### src/rtl/sipo_pkg.sv
// sipo_pkg: shared types and constants for the serial_to_parallel block.
//   sipo_state_t    : receiver FSM states (IDLE, SHIFT, FULL)
//   SIPO_N          : default word width
//   sipo_cnt_width  : width needed for a counter reaching max_count
package sipo_pkg;

  typedef enum logic [1:0] {
    IDLE  = 2'd0,
    SHIFT = 2'd1,
    FULL  = 2'd2
  } sipo_state_t;

  localparam int SIPO_N = 16;

  // Bits needed to hold values 0..max_count.
  function automatic int sipo_cnt_width(input int max_count);
    return $clog2(max_count + 1);
  endfunction

endpackage

### src/rtl/sipo_bit_counter.sv
// sipo_bit_counter: accepted-bit counter for serial_to_parallel.
// Ports:
//   clk   : clock, rising edge
//   clr   : synchronous active-high reset (count -> 0)
//   clear : synchronous clear; combined with inc the count restarts at 1
//   inc   : count one accepted bit
//   cnt   : current count
//   tc    : cnt equals LAST, i.e. the bit accepted now completes the word
module sipo_bit_counter #(
  parameter int W    = 5,
  parameter int LAST = 15
) (
  input  logic         clk,
  input  logic         clr,
  input  logic         clear,
  input  logic         inc,
  output logic [W-1:0] cnt,
  output logic         tc
);

  always_ff @(posedge clk) begin
    if (clr) begin
      cnt <= '0;
    end else if (clear) begin
      // Release-and-accept in one cycle: the new bit is bit 0 of the next word.
      cnt <= inc ? W'(1) : '0;
    end else if (inc) begin
      cnt <= cnt + W'(1);
    end
  end

  assign tc = (cnt == W'(LAST));

endmodule

### src/rtl/serial_to_parallel.sv
// serial_to_parallel: serial-in, parallel-out word assembler with a
// ready/valid handshake on the parallel side.
// Bit k of a word (k=0 first) lands at out[N-1-k], matching the word loaded
// into a right-shifting transmitter.
// Optional feature macro: SIPO_PARITY_EN -- each word carries one trailing
// even-parity bit that is checked (parity_err) but not stored in out.
// Ports:
//   clk        : clock, rising edge
//   clr        : synchronous active-high reset, overrides all inputs
//   sin        : serial data bit
//   sin_valid  : sin is sampled this cycle
//   out_ready  : consumer accepts the word held in FULL
//   out        : assembled word (registered)
//   out_valid  : out holds a complete word (state FULL)
//   busy       : a word is partially received (state SHIFT)
//   overrun    : sticky, a bit arrived while FULL and was dropped
//   parity_err : parity mismatch on the held word (0 without SIPO_PARITY_EN)
module serial_to_parallel
  import sipo_pkg::*;
#(
  parameter int N = SIPO_N
) (
  input  logic         clk,
  input  logic         clr,
  input  logic         sin,
  input  logic         sin_valid,
  input  logic         out_ready,
  output logic [0:N-1] out,
  output logic         out_valid,
  output logic         busy,
  output logic         overrun,
  output logic         parity_err
);

`ifdef SIPO_PARITY_EN
  localparam int WORD_BITS = N + 1;
`else
  localparam int WORD_BITS = N;
`endif
  localparam int CW = sipo_cnt_width(WORD_BITS);

  sipo_state_t  state, state_next;
  logic [0:N-1] shreg, shreg_next, out_reg;
  logic [CW-1:0] cnt;
  logic          tc;
  logic          accept, shift_en, load_out, cnt_clear, set_ovr;

  sipo_bit_counter #(
    .W    (CW),
    .LAST (WORD_BITS - 1)
  ) u_cnt (
    .clk   (clk),
    .clr   (clr),
    .clear (cnt_clear),
    .inc   (accept),
    .cnt   (cnt),
    .tc    (tc)
  );

  // New bit enters index 0; older bits move toward index N-1.
  assign shreg_next = {sin, shreg[0:N-2]};

  always_comb begin
    state_next = state;
    accept     = 1'b0;
    load_out   = 1'b0;
    cnt_clear  = 1'b0;
    set_ovr    = 1'b0;
    out_valid  = 1'b0;
    busy       = 1'b0;
    case (state)
      IDLE: begin
        if (sin_valid) begin
          accept     = 1'b1;
          state_next = SHIFT;
        end
      end
      SHIFT: begin
        busy = 1'b1;
        if (sin_valid) begin
          accept = 1'b1;
          if (tc) begin
            load_out   = 1'b1;
            state_next = FULL;
          end
        end
      end
      FULL: begin
        out_valid = 1'b1;
        if (out_ready) begin
          cnt_clear = 1'b1;
          if (sin_valid) begin
            accept     = 1'b1;
            state_next = SHIFT;
          end else begin
            state_next = IDLE;
          end
        end else if (sin_valid) begin
          set_ovr = 1'b1;
        end
      end
      default: state_next = IDLE;
    endcase
  end

`ifdef SIPO_PARITY_EN
  // The completing bit is the parity bit; it is checked, never shifted in.
  assign shift_en = accept && !load_out;
`else
  assign shift_en = accept;
`endif

  always_ff @(posedge clk) begin
    if (clr) begin
      state   <= IDLE;
      shreg   <= '0;
      out_reg <= '0;
      overrun <= 1'b0;
    end else begin
      state <= state_next;
      if (shift_en) begin
        shreg <= shreg_next;
      end
      if (load_out) begin
`ifdef SIPO_PARITY_EN
        out_reg <= shreg;
`else
        out_reg <= shreg_next;
`endif
      end
      if (set_ovr) begin
        overrun <= 1'b1;
      end
    end
  end

`ifdef SIPO_PARITY_EN
  logic perr_q;

  always_ff @(posedge clk) begin
    if (clr) begin
      perr_q <= 1'b0;
    end else if (load_out) begin
      perr_q <= (^shreg) ^ sin;
    end
  end

  assign parity_err = out_valid && perr_q;
`else
  assign parity_err = 1'b0;
`endif

  assign out = out_reg;

endmodule

### config.mk
export PLATFORM = sky130hd
export DESIGN_NAME = serial_to_parallel
export DESIGN_NICKNAME = d
export VERILOG_FILES = /design/src/rtl/sipo_pkg.sv /design/src/rtl/sipo_bit_counter.sv /design/src/rtl/serial_to_parallel.sv
export SDC_FILE = /design/constraint.sdc
export NUM_CORES = 1
export LEC_CHECK = 0
export CAP_MARGIN = 20
export CORE_UTILIZATION = 56
export DETAILED_ROUTE_END_ITERATION = 10
export PLACE_DENSITY_LB_ADDON = 0.1
export SLEW_MARGIN = 20
export SYNTH_ARGS = -nofsm -noshare
export SYNTH_HDL_FRONTEND = slang
export SYNTH_SLANG_ARGS = --single-unit
export TNS_END_PERCENT = 100
### constraint.sdc
create_clock -name clk -period 5.4 [get_ports clk]
set_clock_uncertainty 0.1 [all_clocks]
set_input_delay 1.08 -clock clk [delete_from_list [all_inputs] [get_ports clk]]
set_output_delay 1.08 -clock clk [all_outputs]
set_load 0.05 [all_outputs]
==> tab_implementation.tex <==
\begin{tabular}{lr}
\hline
Metric & Value \\
\hline
\multicolumn{2}{l}{\textbf{Synthesis}} \\
Fraction of registers with async set or reset after synthesis & 0 \\
Sequential share of the synthesized area & 0.495 \\
Syn Inst Count & 173 \\
Synthesis Warnings & 0 \\
Simple-gate share of the synthesized area & 0.241 \\
Cell with the most instances after synthesis & dfxtp\_1 \\
Post-synthesis instance area & 1580 sq um \\
Count of flip-flops with a built-in enable after synthesis & 0 \\
Synthesized netlist net count & 180 \\
Synthesized flop and latch total & 39 \\
Mux contribution to synthesized area & 0.102 \\
XOR/XNOR Fraction of Synth Area & 0 \\
Compound-cell area share of the yosys netlist & 0.0929 \\
Yosys top cell area share & 0.495 \\
Avg Cell Area, Syn & 9.11 sq um \\
Cell types with the highest counts after synthesis & dfxtp\_1, nand2\_1, a21oi\_1, nand2b\_1, mux2i\_1 \\
Largest area contributor in the netlist & dfxtp\_1 \\
Adder-Cell Fraction of Synth Area & 0.0159 \\
Main combinational cell family by area after synthesis & simple AND/OR/NAND/NOR gates \\
Main synth FF type & dfxtp\_1 \\
Most area-consuming cells after synthesis & dfxtp\_1, mux2i\_1, nand2\_1 \\
Count of unique library cells instantiated by Yosys & 28 \\
\multicolumn{2}{l}{\textbf{Placement}} \\
Routability Congestion & 0.729 \\
Post-Place Cell Area & 1780 sq um \\
Count of input and output buffers & 23 \\
HPWL after detailed placement & 1920 microns \\
\multicolumn{2}{l}{\textbf{STA}} \\
Number of setup violations in the final report & 0 \\
Final period demand of the worst path & 3170 ps \\
Slew of the pin with the lowest slew margin & 749 ps \\
Share of the cycle needed by the critical path after routing & 0.587 \\
Hold Vio Cnt, Final & 0 \\
Headroom to the max-slew limit & 0.498 \\
Max Clock Freq & 315 MHz \\
Setup TNS & 0 ps \\
Setup repair after global routing missed its margin & false \\
Count of pins over their slew limit & 0 \\
\multicolumn{2}{l}{\textbf{Critical path}} \\
Critical path data required time & 4220 ps \\
Worst Setup Path Type & reg2out \\
Max Fanout on Critical Path & 14 \\
Data arrival time of the critical path & 1990 ps \\
Worst R2R Setup Slack & 3300 ps \\
Crit path capture type & primary output \\
Sum of buffers and inverters on the critical path & 1 \\
Slowest cell on crit path & clkdlybuf4s50\_1 \\
Worst flop-to-flop path startpoint & u\_cnt.cnt[0]\$\_SDFFE\_PP0P\_ \\
Critical path startpoint & state[1]\$\_SDFFE\_PP0P\_ \\
Crit path max-delay family & buffers and inverters \\
Capture point of the worst reg-to-reg path & out[10]\$\_SDFFE\_PP0P\_ \\
Reg2reg path depth & 6 \\
Maximum cell stage delay along the critical path & 820 ps \\
Cell chain of the critical path & and2b\_1 > clkdlybuf4s50\_1 \\
Crit path launch type & flop \\
\multicolumn{2}{l}{\textbf{Layout}} \\
Area delta synth->final & 16.3\% \\
Number of flip-flops under the largest register name & 16 \\
Flip-flop and latch area & 781 sq um \\
Area of all placed cells without fillers & 1830 sq um \\
Fraction of layout instances using a drive strength above 1 & 0.0466 \\
Filler instances & 220 \\
Number of diodes added for antenna fixing & 0 \\
\# nets final & 199 \\
Final Util & 0.714 \\
Multi-input combinational cell area & 716 sq um \\
\multicolumn{2}{l}{\textbf{Detailed routing}} \\
Wire length per cell after detailed routing & 12.8 microns \\
Detailed Route Iter0 Violations & 26 \\
Number of detailed-routing iterations run before antenna repair & 4 \\
Vias per cell & 5.41 \\
Drt drc & 0 \\
Routed WL & 2860 microns \\
Number of vias in the routed layout & 1206 \\
Count of nets left with antenna violations after detail routing & 0 \\
\multicolumn{2}{l}{\textbf{Worst hold path}} \\
Hold wc startpoint & shreg[6]\$\_SDFFE\_PP0P\_ \\
Min-delay worst type & reg2reg \\
Capture endpoint of the worst hold path & out[7]\$\_SDFFE\_PP0P\_ \\
Cell depth of the worst min-delay path & 2 \\
\multicolumn{2}{l}{\textbf{Global route}} \\
Total routing resource utilization after global routing & 0.231 \\
Number of antenna violations at the first check in global routing & 0 \\
Global-route wire length before repair & 4700 microns \\
Maximum number of pins on one net before global-route repair & 43 \\
GR Overflow Total & 0 \\
Via count of the first global-routing pass & 1076 \\
\multicolumn{2}{l}{\textbf{Clock tree}} \\
Number of instances resized during post-cts repair & 0 \\
Clock tree from TritonCTS & done \\
Clock sink count & 39 \\
Post CTS Setup Buffer Count & 0 \\
Root Buffer Master & clkbuf\_4 \\
Number of buffers on the longest clock path & 2 \\
Number of buffers added by the clock tree synthesis step & 5 \\
Clock-pin slew reported for the worst setup and hold paths after clock tree synthesis & 120 ps \\
Hold-fix buffer count after cts & 0 \\
Clock network latency to the later pin of the worst-skew pair & 350 ps \\
Htree depth & 2 \\
\multicolumn{2}{l}{\textbf{Floorplan}} \\
Die area & 3030 sq um \\
Effective utilization at floorplan & 0.614 \\
Die X & 55.1 microns \\
I/O pin total & 25 \\
Placeable core region & 2570 sq um \\
Rows & 18 \\
Die height & 55.1 microns \\
\multicolumn{2}{l}{\textbf{Pwr}} \\
Internal power summed over all cells & 0.353 mW \\
Clock power share & 0.314 \\
Comb pwr share & 0.059 \\
Switching part of the total power & 0.245 \\
Peak supply drop & 0.000224 V \\
Total power draw & 0.467 mW \\
Switch Pwr & 0.114 mW \\
Leak pwr & 0.675 nW \\
Power density over cell area & 255 nW/um\^{}2 \\
Register share of total power & 0.627 \\
\multicolumn{2}{l}{\textbf{Flow run}} \\
MaxCap Viol Count & 0 \\
\multicolumn{2}{l}{\textbf{Status}} \\
Run status & complete, no violations \\
\hline
\end{tabular}
worst max-delay path by stage:
stage                                       to  slack, ps  cells after the start
after floorplan                           busy       3050                      2
after global placement     out[0]$_SDFFE_PP0P_       2450                      4
after detailed placement  out[10]$_SDFFE_PP0P_       2380                      4
after CTS                            out_valid       2220                      2
after global routing                 out_valid       2120                      2
final                                out_valid       2230                      2
stage by stage:
| step | std cells | worst slack [ps] | hold slack, ps |
|---|---|---|---|
| 2_1_floorplan | 173 | 3050 | 332 |
| 3_3_place_gp | 215 | 2450 | 339 |
| 3_5_place_dp | 215 | 2380 | 347 |
| 4_1_cts | 223 | 2220 | 357 |
| 5_1_grt | 223 | 2120 | 378 |
| 6_report | 223 | 2230 | 357 |
power by group through the flow:
stage	sequential [mW]	clock, mW	combinational [mW]
2_1_floorplan	0.298	0	0.0224
3_3_place_gp	0.299	0	0.0270
3_5_place_dp	0.299	0	0.0276
4_1_cts	0.293	0.151	0.0277
5_1_grt	0.293	0.163	0.0301
6_report	0.293	0.147	0.0276
cell usage in the layout (no fill, tap or decap), types with 2 or more instances in the layout:
cell type,netlist,routed
o21ai_0,2,2
inv_1,2,2
ha_1,2,2
nand3b_1,4,4
nor2_1,4,4
mux2i_1,16,16
dfxtp_1,39,39
clkdlybuf4s50_1,0,23
nand2b_1,17,17
a21oi_1,20,20
clkbuf_4,0,5
nand2_1,36,36
a31oi_1,3,3
nand3_1,4,4
kinds of logic after synthesis:
logic type                 after synthesis
AOI/OAI and AO/OA                       27
adders and majority gates                2
buffers and inverters                   14
DFF                                     39
muxes                                   16
other                                    1
and+or+nand+nor                         74
tightest hold or removal path, delay by kind of cell, from the launching register on:
kind	cells	cell delay, ps
DFF	1	330
and+or+nand+nor	1	50
AOI/OAI and AO/OA	1	50
layout make-up:
type | instances | area share
Inverter | 2 | 0.00410
Multi-Input combinational cell | 120 | 0.390
Sequential cell | 39 | 0.426
Tap cell | 30 | 0.0205
Clock inverter | 2 | 0.00683
Clock buffer | 6 | 0.0225
Timing Repair Buffer | 24 | 0.130
metal layers:
metal | global-route usage | wire [microns] | up-vias
li1 | - | - | 614
met1 | 0.266 | 1280 | 561
met2 | 0.355 | 1410 | 26
met3 | 0.0874 | 130 | 5
met4 | 0.150 | 33 | 0
met5 | 0 | 0 | -
No activity file was read; power rests on OpenSTA's default activity.
